## src/rtl/div_ctrl_if.sv

```systemverilog
// rtl/div_ctrl_if.sv - EX request, divider handshake and HI/LO write bundle for div_ctrl
interface div_ctrl_if;
    logic        req_i;
    logic        signed_i;
    logic [31:0] op1_i;
    logic [31:0] op2_i;
    logic        flush_i;
    logic [63:0] div_result_i;
    logic        div_ready_i;
    logic        div_start_o;
    logic        div_annul_o;
    logic        signed_div_o;
    logic [31:0] div_op1_o;
    logic [31:0] div_op2_o;
    logic        stallreq_o;
    logic        whilo_o;
    logic [31:0] hi_o;
    logic [31:0] lo_o;
    logic        err_o;

    modport slave (
        input  req_i, signed_i, op1_i, op2_i, flush_i, div_result_i, div_ready_i,
        output div_start_o, div_annul_o, signed_div_o, div_op1_o, div_op2_o,
               stallreq_o, whilo_o, hi_o, lo_o, err_o
    );

    modport master (
        output req_i, signed_i, op1_i, op2_i, flush_i, div_result_i, div_ready_i,
        input  div_start_o, div_annul_o, signed_div_o, div_op1_o, div_op2_o,
               stallreq_o, whilo_o, hi_o, lo_o, err_o
    );
endinterface

```

## src/rtl/div_ctrl.sv

```systemverilog
// rtl/div_ctrl.sv - EX-stage DIV/DIVU sequencer: operand freeze, divider handshake, HI/LO write, watchdog
module div_ctrl #(
    parameter int DIV_TIMEOUT = 64
) (
    input  logic       clk,
    input  logic       rst,
    div_ctrl_if.slave  bus
);
    localparam int CW = $clog2(DIV_TIMEOUT);

    typedef enum logic [1:0] {S_IDLE, S_RUN, S_DONE} state_e;

    state_e        state_q, state_d;
    logic [CW-1:0] cnt_q, cnt_d;
    logic          start_q, start_d;
    logic          sgn_q, sgn_d;
    logic [31:0]   op1_q, op1_d;
    logic [31:0]   op2_q, op2_d;
    logic [31:0]   hi_q, hi_d;
    logic [31:0]   lo_q, lo_d;
    logic          whilo_q, whilo_d;
    logic          err_q, err_d;

    always_ff @(posedge clk or negedge rst) begin
        if (!rst) begin
            state_q <= S_IDLE;
            cnt_q   <= '0;
            start_q <= 1'b0;
            sgn_q   <= 1'b0;
            op1_q   <= '0;
            op2_q   <= '0;
            hi_q    <= '0;
            lo_q    <= '0;
            whilo_q <= 1'b0;
            err_q   <= 1'b0;
        end else begin
            state_q <= state_d;
            cnt_q   <= cnt_d;
            start_q <= start_d;
            sgn_q   <= sgn_d;
            op1_q   <= op1_d;
            op2_q   <= op2_d;
            hi_q    <= hi_d;
            lo_q    <= lo_d;
            whilo_q <= whilo_d;
            err_q   <= err_d;
        end
    end

    // Operands are captured only in IDLE so the divider sees them frozen for the whole RUN.
    always_comb begin
        state_d = state_q;
        cnt_d   = cnt_q;
        start_d = start_q;
        sgn_d   = sgn_q;
        op1_d   = op1_q;
        op2_d   = op2_q;
        hi_d    = hi_q;
        lo_d    = lo_q;
        whilo_d = 1'b0;
        err_d   = 1'b0;
        case (state_q)
            S_IDLE: begin
                if (bus.req_i && !bus.flush_i) begin
                    op1_d   = bus.op1_i;
                    op2_d   = bus.op2_i;
                    sgn_d   = bus.signed_i;
                    start_d = 1'b1;
                    cnt_d   = '0;
                    state_d = S_RUN;
                end
            end
            S_RUN: begin
                if (bus.flush_i) begin
                    start_d = 1'b0;
                    state_d = S_IDLE;
                end else if (bus.div_ready_i) begin
                    hi_d    = bus.div_result_i[63:32];
                    lo_d    = bus.div_result_i[31:0];
                    whilo_d = 1'b1;
                    start_d = 1'b0;
                    state_d = S_DONE;
                end else if (cnt_q == CW'(DIV_TIMEOUT - 1)) begin
                    start_d = 1'b0;
                    err_d   = 1'b1;
                    state_d = S_IDLE;
                end else begin
                    cnt_d = cnt_q + CW'(1);
                end
            end
            S_DONE: begin
                state_d = S_IDLE;
            end
            default: begin
                state_d = S_IDLE;
            end
        endcase
    end

    assign bus.stallreq_o   = (state_q == S_IDLE && bus.req_i && !bus.flush_i) || (state_q == S_RUN);
    assign bus.div_annul_o  = bus.flush_i && (state_q == S_RUN);
    assign bus.div_start_o  = start_q;
    assign bus.signed_div_o = sgn_q;
    assign bus.div_op1_o    = op1_q;
    assign bus.div_op2_o    = op2_q;
    assign bus.hi_o         = hi_q;
    assign bus.lo_o         = lo_q;
    assign bus.whilo_o      = whilo_q;
    assign bus.err_o        = err_q;
endmodule

```

## src/flat_wrapper.sv

```systemverilog
// flat-port wrapper written by rule: the top's interface ports become plain ports
module div_ctrl_flat 
#(
    parameter int DIV_TIMEOUT = 64
)
  (clk, rst, bus_req_i, bus_signed_i, bus_op1_i, bus_op2_i, bus_flush_i, bus_div_result_i, bus_div_ready_i, bus_div_start_o, bus_div_annul_o, bus_signed_div_o, bus_div_op1_o, bus_div_op2_o, bus_stallreq_o, bus_whilo_o, bus_hi_o, bus_lo_o, bus_err_o);
  div_ctrl_if bus_i ();
  input  logic clk;
  input  logic rst;
  input wire logic [$bits(bus_i.req_i)-1:0] bus_req_i;
  input wire logic [$bits(bus_i.signed_i)-1:0] bus_signed_i;
  input wire logic [$bits(bus_i.op1_i)-1:0] bus_op1_i;
  input wire logic [$bits(bus_i.op2_i)-1:0] bus_op2_i;
  input wire logic [$bits(bus_i.flush_i)-1:0] bus_flush_i;
  input wire logic [$bits(bus_i.div_result_i)-1:0] bus_div_result_i;
  input wire logic [$bits(bus_i.div_ready_i)-1:0] bus_div_ready_i;
  output wire logic [$bits(bus_i.div_start_o)-1:0] bus_div_start_o;
  output wire logic [$bits(bus_i.div_annul_o)-1:0] bus_div_annul_o;
  output wire logic [$bits(bus_i.signed_div_o)-1:0] bus_signed_div_o;
  output wire logic [$bits(bus_i.div_op1_o)-1:0] bus_div_op1_o;
  output wire logic [$bits(bus_i.div_op2_o)-1:0] bus_div_op2_o;
  output wire logic [$bits(bus_i.stallreq_o)-1:0] bus_stallreq_o;
  output wire logic [$bits(bus_i.whilo_o)-1:0] bus_whilo_o;
  output wire logic [$bits(bus_i.hi_o)-1:0] bus_hi_o;
  output wire logic [$bits(bus_i.lo_o)-1:0] bus_lo_o;
  output wire logic [$bits(bus_i.err_o)-1:0] bus_err_o;
  assign bus_i.req_i = bus_req_i;
  assign bus_i.signed_i = bus_signed_i;
  assign bus_i.op1_i = bus_op1_i;
  assign bus_i.op2_i = bus_op2_i;
  assign bus_i.flush_i = bus_flush_i;
  assign bus_i.div_result_i = bus_div_result_i;
  assign bus_i.div_ready_i = bus_div_ready_i;
  assign bus_div_start_o = bus_i.div_start_o;
  assign bus_div_annul_o = bus_i.div_annul_o;
  assign bus_signed_div_o = bus_i.signed_div_o;
  assign bus_div_op1_o = bus_i.div_op1_o;
  assign bus_div_op2_o = bus_i.div_op2_o;
  assign bus_stallreq_o = bus_i.stallreq_o;
  assign bus_whilo_o = bus_i.whilo_o;
  assign bus_hi_o = bus_i.hi_o;
  assign bus_lo_o = bus_i.lo_o;
  assign bus_err_o = bus_i.err_o;
  div_ctrl #(.DIV_TIMEOUT(DIV_TIMEOUT)) u_core (.clk(clk), .rst(rst), .bus(bus_i));
endmodule
```

## config.mk

```make
export PLATFORM = sky130hd
export DESIGN_NAME = div_ctrl_flat
export DESIGN_NICKNAME = d
export VERILOG_FILES = /design/src/rtl/div_ctrl_if.sv /design/src/rtl/div_ctrl.sv /design/src/flat_wrapper.sv
export SDC_FILE = /design/constraint.sdc
export NUM_CORES = 1
export LEC_CHECK = 0
export BUFFER_PORTS_ARGS = -buffer_cell sky130_fd_sc_hd__clkbuf_2
export CORE_MARGIN = 3
export CORE_UTILIZATION = 45
export CTS_CLUSTER_SIZE = 24
export DETAILED_ROUTE_END_ITERATION = 16
export PLACE_DENSITY_LB_ADDON = 0.3
export SLEW_MARGIN = 15
export SYNTH_ARGS = -nofsm -noshare
export SYNTH_HDL_FRONTEND = slang
export SYNTH_SLANG_ARGS = --single-unit
```

## constraint.sdc

```tcl
create_clock -name clk -period 2.2 [get_ports clk]
set_input_delay 0.22 -clock clk [delete_from_list [all_inputs] [get_ports clk]]
set_output_delay 0.22 -clock clk [all_outputs]
set_load 0.02 [all_outputs]
```

* After elaboration in Yosys (flattened, before gate mapping)
Index checks and enable logic that the tools add are counted.
** Operators by class
- Add/sub/neg operators :: 1
- Equal/unequal tests :: 7
- Muxes and demuxes :: 22
- Bitwise gates (word level) :: 1
- Reductions and logical operators :: 13
** Operators with widths (count)
- $mux 6 :: 4
- $pmux 6 s2 :: 1
- $mux 1 :: 11
- $mux 2 :: 4
- $add 6x1->6 const B :: 1
- $eq 6x6->1 const B :: 1
- $ne 2x2->1 const B :: 3
- $reduce_and 3->1 :: 2
- $reduce_and 5->1 :: 1
- $logic_and 1x1->1 :: 4
- $ne 4x3->1 const B :: 1
- $pmux 2 s2 :: 1
- $reduce_and 2->1 :: 2
- $eq 2x1->1 const B :: 1
- $logic_not 2->1 :: 1
- $ne 2x1->1 const B :: 1
- $pmux 1 s2 :: 1
- $reduce_bool 2->1 :: 1
- $logic_not 1->1 :: 1
- $logic_or 1x1->1 :: 1
- $not 1->1 :: 1
** Storage, ports and cells
- Register bits :: 140
- Input port bits :: 134
- Output and inout bits :: 134
- Logic and storage cells :: 54

* Logic depth before layout (Yosys ltp)
- Word-level depth :: 5
- Mapped depth :: 6
- Depth with buffers taken out :: 5

* Worst setup path before layout
OpenSTA, ideal clock, no wires.
- Path kind :: register to output
- From :: reg u_core.state_q[0]
- To :: out bus_stallreq_o
- Data arrival time :: 1.657 ns
- Data required time :: 1.980 ns
- Slack :: 0.323 ns
- Stages on the path, launching flop included :: 6
- Cell sequence :: dfrtp_1 or4b_2 clkbuf_1 buf_2 buf_2 nand2_1
** Between the ends
- Cells in the longest elaborated chain, start to end :: 4
- Elaborated cells between the ends (all ways) :: 5
** Ends and longest elaborated chain
- start: declaration :: RTL line div_ctrl.sv:13 : state_e state_q, state_d;
- start signal: assignment :: RTL line div_ctrl.sv:37 : state_q <= state_d;
- $logic_not 2->1 :: RTL line div_ctrl.sv:100 : assign bus.stallreq_o = (state_q == S_IDLE && bus.req_i && !bus.flush_i) || (state_q == S_RUN);
- $logic_and 1x1->1 (2 in series) :: RTL line div_ctrl.sv:100
- $logic_or 1x1->1 (*) :: RTL line div_ctrl.sv:100
- end: declaration :: RTL line flat_wrapper.sv:22 : output wire logic [$bits(bus_i.stallreq_o)-1:0] bus_stallreq_o;
Every way passes the cells marked *; elsewhere a longest branch is shown, timed or not.

* Worst setup path after layout
Same ends and word-level chain as after synthesis.

==> results.toml <==
[setup_path]
critPathRequiredTime_ns = 1.98
startpoint_type = "flip-flop"
cp_top_family = "simple AND/OR/NAND/NOR gates"
worstPathMaxFanout = 4
critPathSlowestCell = "or4b_2"
crit_path_end_kind = "output port"
worstPathArrival_ns = 1.84
cp_cell_sequence = "or4b_2 -> nand2_1 -> clkbuf_2"
critPathBufInv = 1
max_stage_delay_ns = 0.73
path_class = "reg -> out"

[sta]
setup_viol = 0
slew_headroom_pct = 56.34
finClkSkew_ns = 0.01035
finalCriticalPeriod_ns = 2.060
tns_ns = 0
hold_slack_ns = 0.01133
finalCritPeriodShare_pct = 93.62
fmax_mhz = 485.5
tightest_slew_ns = 0.6549
finalHoldViolations = 0
rsz0062_at_grt = "false"
slew_viol_final = 0

[cts]
root_buffer = "clkbuf_16"
cts_tree = "built"
cts.sink_count = 140
cts-htree-levels = 4
cts-buffers-inserted = 17
clock_latency_ns = 0.41
clkTransAtPathRegs_ns = 0.06
clockBufferDepth = 2
postCtsSetupBuffers = 0

[placed_design]
place_area_mm2 = 0.006835
port_buffers = 267
gp_congestion = 0.7437
place_hpwl_um = 9783
place_inst = 856

[routing]
routedWlPerCell_um = 15.14
drc = 0
drt-total-wl_um = 14080
via_per_inst = 4.696
first_pass_iters = 4
dr_total_vias = 4367
drtIter0Drc = 256
ant_nets = 0

[synth]
synthCells = 460
synth_nets = 595
yosys_register_bits = 140
ys.warnings.count = 0
synthesis.area_mm2 = 0.005318
netlist-cell-type-count = 25
synth_top_area_cell = "dfrtp_1"
synth_top_area_share_pct = 65.88
syn_avg_cell_area_um2 = 11.56
seq_area_frac_synth_pct = 65.88
synth_area_leaders = "dfrtp_1 66%, nand2_1 14%, mux2_2 14%"

[final_layout]
final_common_cell = "clkbuf_2"
antenna_cells = 0
final_cell_mix = "266 x clkbuf_2, 200 x nand2_1, 140 x dfrtp_1"
fin_area_mm2 = 0.007841
num-nets-final = 910
final_util_pct = 68.38
drive_above_1_share_pct = 47.90
area_growth_pct = 47.46
stdcell_count = 930

[floorplan]
ios = 268
chipWidth_um = 114.7
fp.dieArea_mm2 = 0.01316
rows = 39
start_util_pct = 46.37
die_h_um = 114.7
core-area_mm2 = 0.01147

[global_route]
grt_pass1_vias = 4470
grt_start_max_net_pins = 66
grtUsageTotal_pct = 21.34
grt-ovfl-total = 0
antenna_found_initial = 0
grt_pass1_wl_um = 22020

[min_path]
hold_path_class = "in -> reg"

[outcome]
status = "completed"

[power]
p_leak_uw = 0.004258
irDropWorstVdd_v = 0.0006272
power_density_mw_per_mm2 = 1098

[run]
drv_cap = 0
-- cell usage after synthesis --
library cell / number
o21ai_0: 4
a211o_1: 1
dfrtp_1: 140
nor3_1: 3
buf_2: 17
or2_2: 1
clkbuf_1: 6
mux2_2: 65
a22o_1: 1
or4b_1: 1
nor2_1: 2
nand2_1: 200
nor2_2: 1
a21o_1: 1
and3_1: 2
nor4b_1: 1
o22a_1: 2
a31oi_4: 1
ha_1: 1
nor3b_1: 2
nand3_1: 2
inv_1: 3
nand2b_1: 1
or4b_2: 1
xnor2_1: 1
-- worst register-to-register path, cell delays in order (launching register included) --
cell	delay (ns)
dfrtp_1	0.40
or4b_1	0.69
a31oi_4	0.30
nor2_2	0.11
a211o_1	0.31
-- timing repair --
action / in CTS / in global routing
hold buffers: 43 / 0
endpoints found under the hold margin: 102 / 0
gates resized for setup: 0 / 0
setup endpoints to repair: 0 / 0
-- where the power goes --
group / total, uW / switching (uW) / internal, uW / leakage [uW]
Combinational: 2340 / 1430 / 912 / 0.00226
Sequential: 3500 / 320 / 3180 / 0.00172
Clock: 2770 / 1050 / 1720 / 0.000274
-- cells by family (layout without fill, tap and decap cells) --
kind of cell,count (synthesis),after routing,share of synthesized area (%)
AO/OA/AOI/OAI,10,10,1.577
XOR/XNOR,1,1,0.1647
adder cells (fa/ha/maj),1,1,0.2353
buffers and inverters,26,353,2.235
flip-flops,140,140,65.88
multiplexers,65,65,13.76
AND/OR/NAND/NOR,217,217,16.14
-- layer usage --
layer  global-route usage (%)  vias up  part of all wire (%)
met5                        0        -                     0
met4                    6.416        0                  0.97
met3                    6.554       12                   7.9
met2                    38.22      177                    52
met1                    24.61     2068                    39
li1                         -     2110                     -
-- flip-flops by register name (all words and copies together), names as in the netlist --
register and count:
u_core.state_q 2, u_core.cnt_q 6, u_core.bus.div_start_o 1, u_core.bus.err_o 1, u_core.bus.whilo_o 1, u_core.bus.div_op1_o 32
u_core.bus.hi_o 32, u_core.bus.signed_div_o 1, u_core.bus.lo_o 32, u_core.bus.div_op2_o 32
-- final timing paths --
| kind | slack [ns] | endpoint | cells after the start | start |
|---|---|---|---|---|
| setup / recovery | 0.14 | bus_stallreq_o | 3 | u_core.state_q[0]$_DFFE_PN0P_ |
| hold / removal | 0.01 | u_core.bus.div_op1_o[6]$_DFFE_PN0P_ | 3 | bus_op1_i[6] |
| setup reg to reg | 0.28 | u_core.cnt_q[5]$_DFFE_PN0P_ | 4 | u_core.state_q[1]$_DFFE_PN0P_ |
| hold reg to reg | 0.47 | u_core.bus.div_op2_o[13]$_DFFE_PN0P_ | 2 | u_core.bus.div_op2_o[13]$_DFFE_PN0P_ |
| max in group asynchronous | 1.05 | u_core.bus.lo_o[4]$_DFFE_PN0P_ | 3 | rst |
| min in group asynchronous | 0.34 | u_core.bus.div_op1_o[20]$_DFFE_PN0P_ | 2 | rst |
-- per-stage QoR --
step / setup slack (ns) / power, uW
2_1_floorplan: 0.3234 / 4840
3_3_place_gp: 0.3494 / 5766
3_5_place_dp: 0.2883 / 5846
4_1_cts: 0.1035 / 8707
5_1_grt: 0.06510 / 9027
6_report: 0.1403 / 8608
-- area by class of cell --
type | instances | area [um2]
clock inverters | 11 | 118.9
well taps | 143 | 178.9
clock buffers | 20 | 456.7
inverters | 3 | 11.26
fillers | 853 | 3626
repair buffers | 319 | 1866
multi-input cells | 294 | 1707
flip-flops and latches | 140 | 3503
No activity file was read; power rests on OpenSTA's default activity.
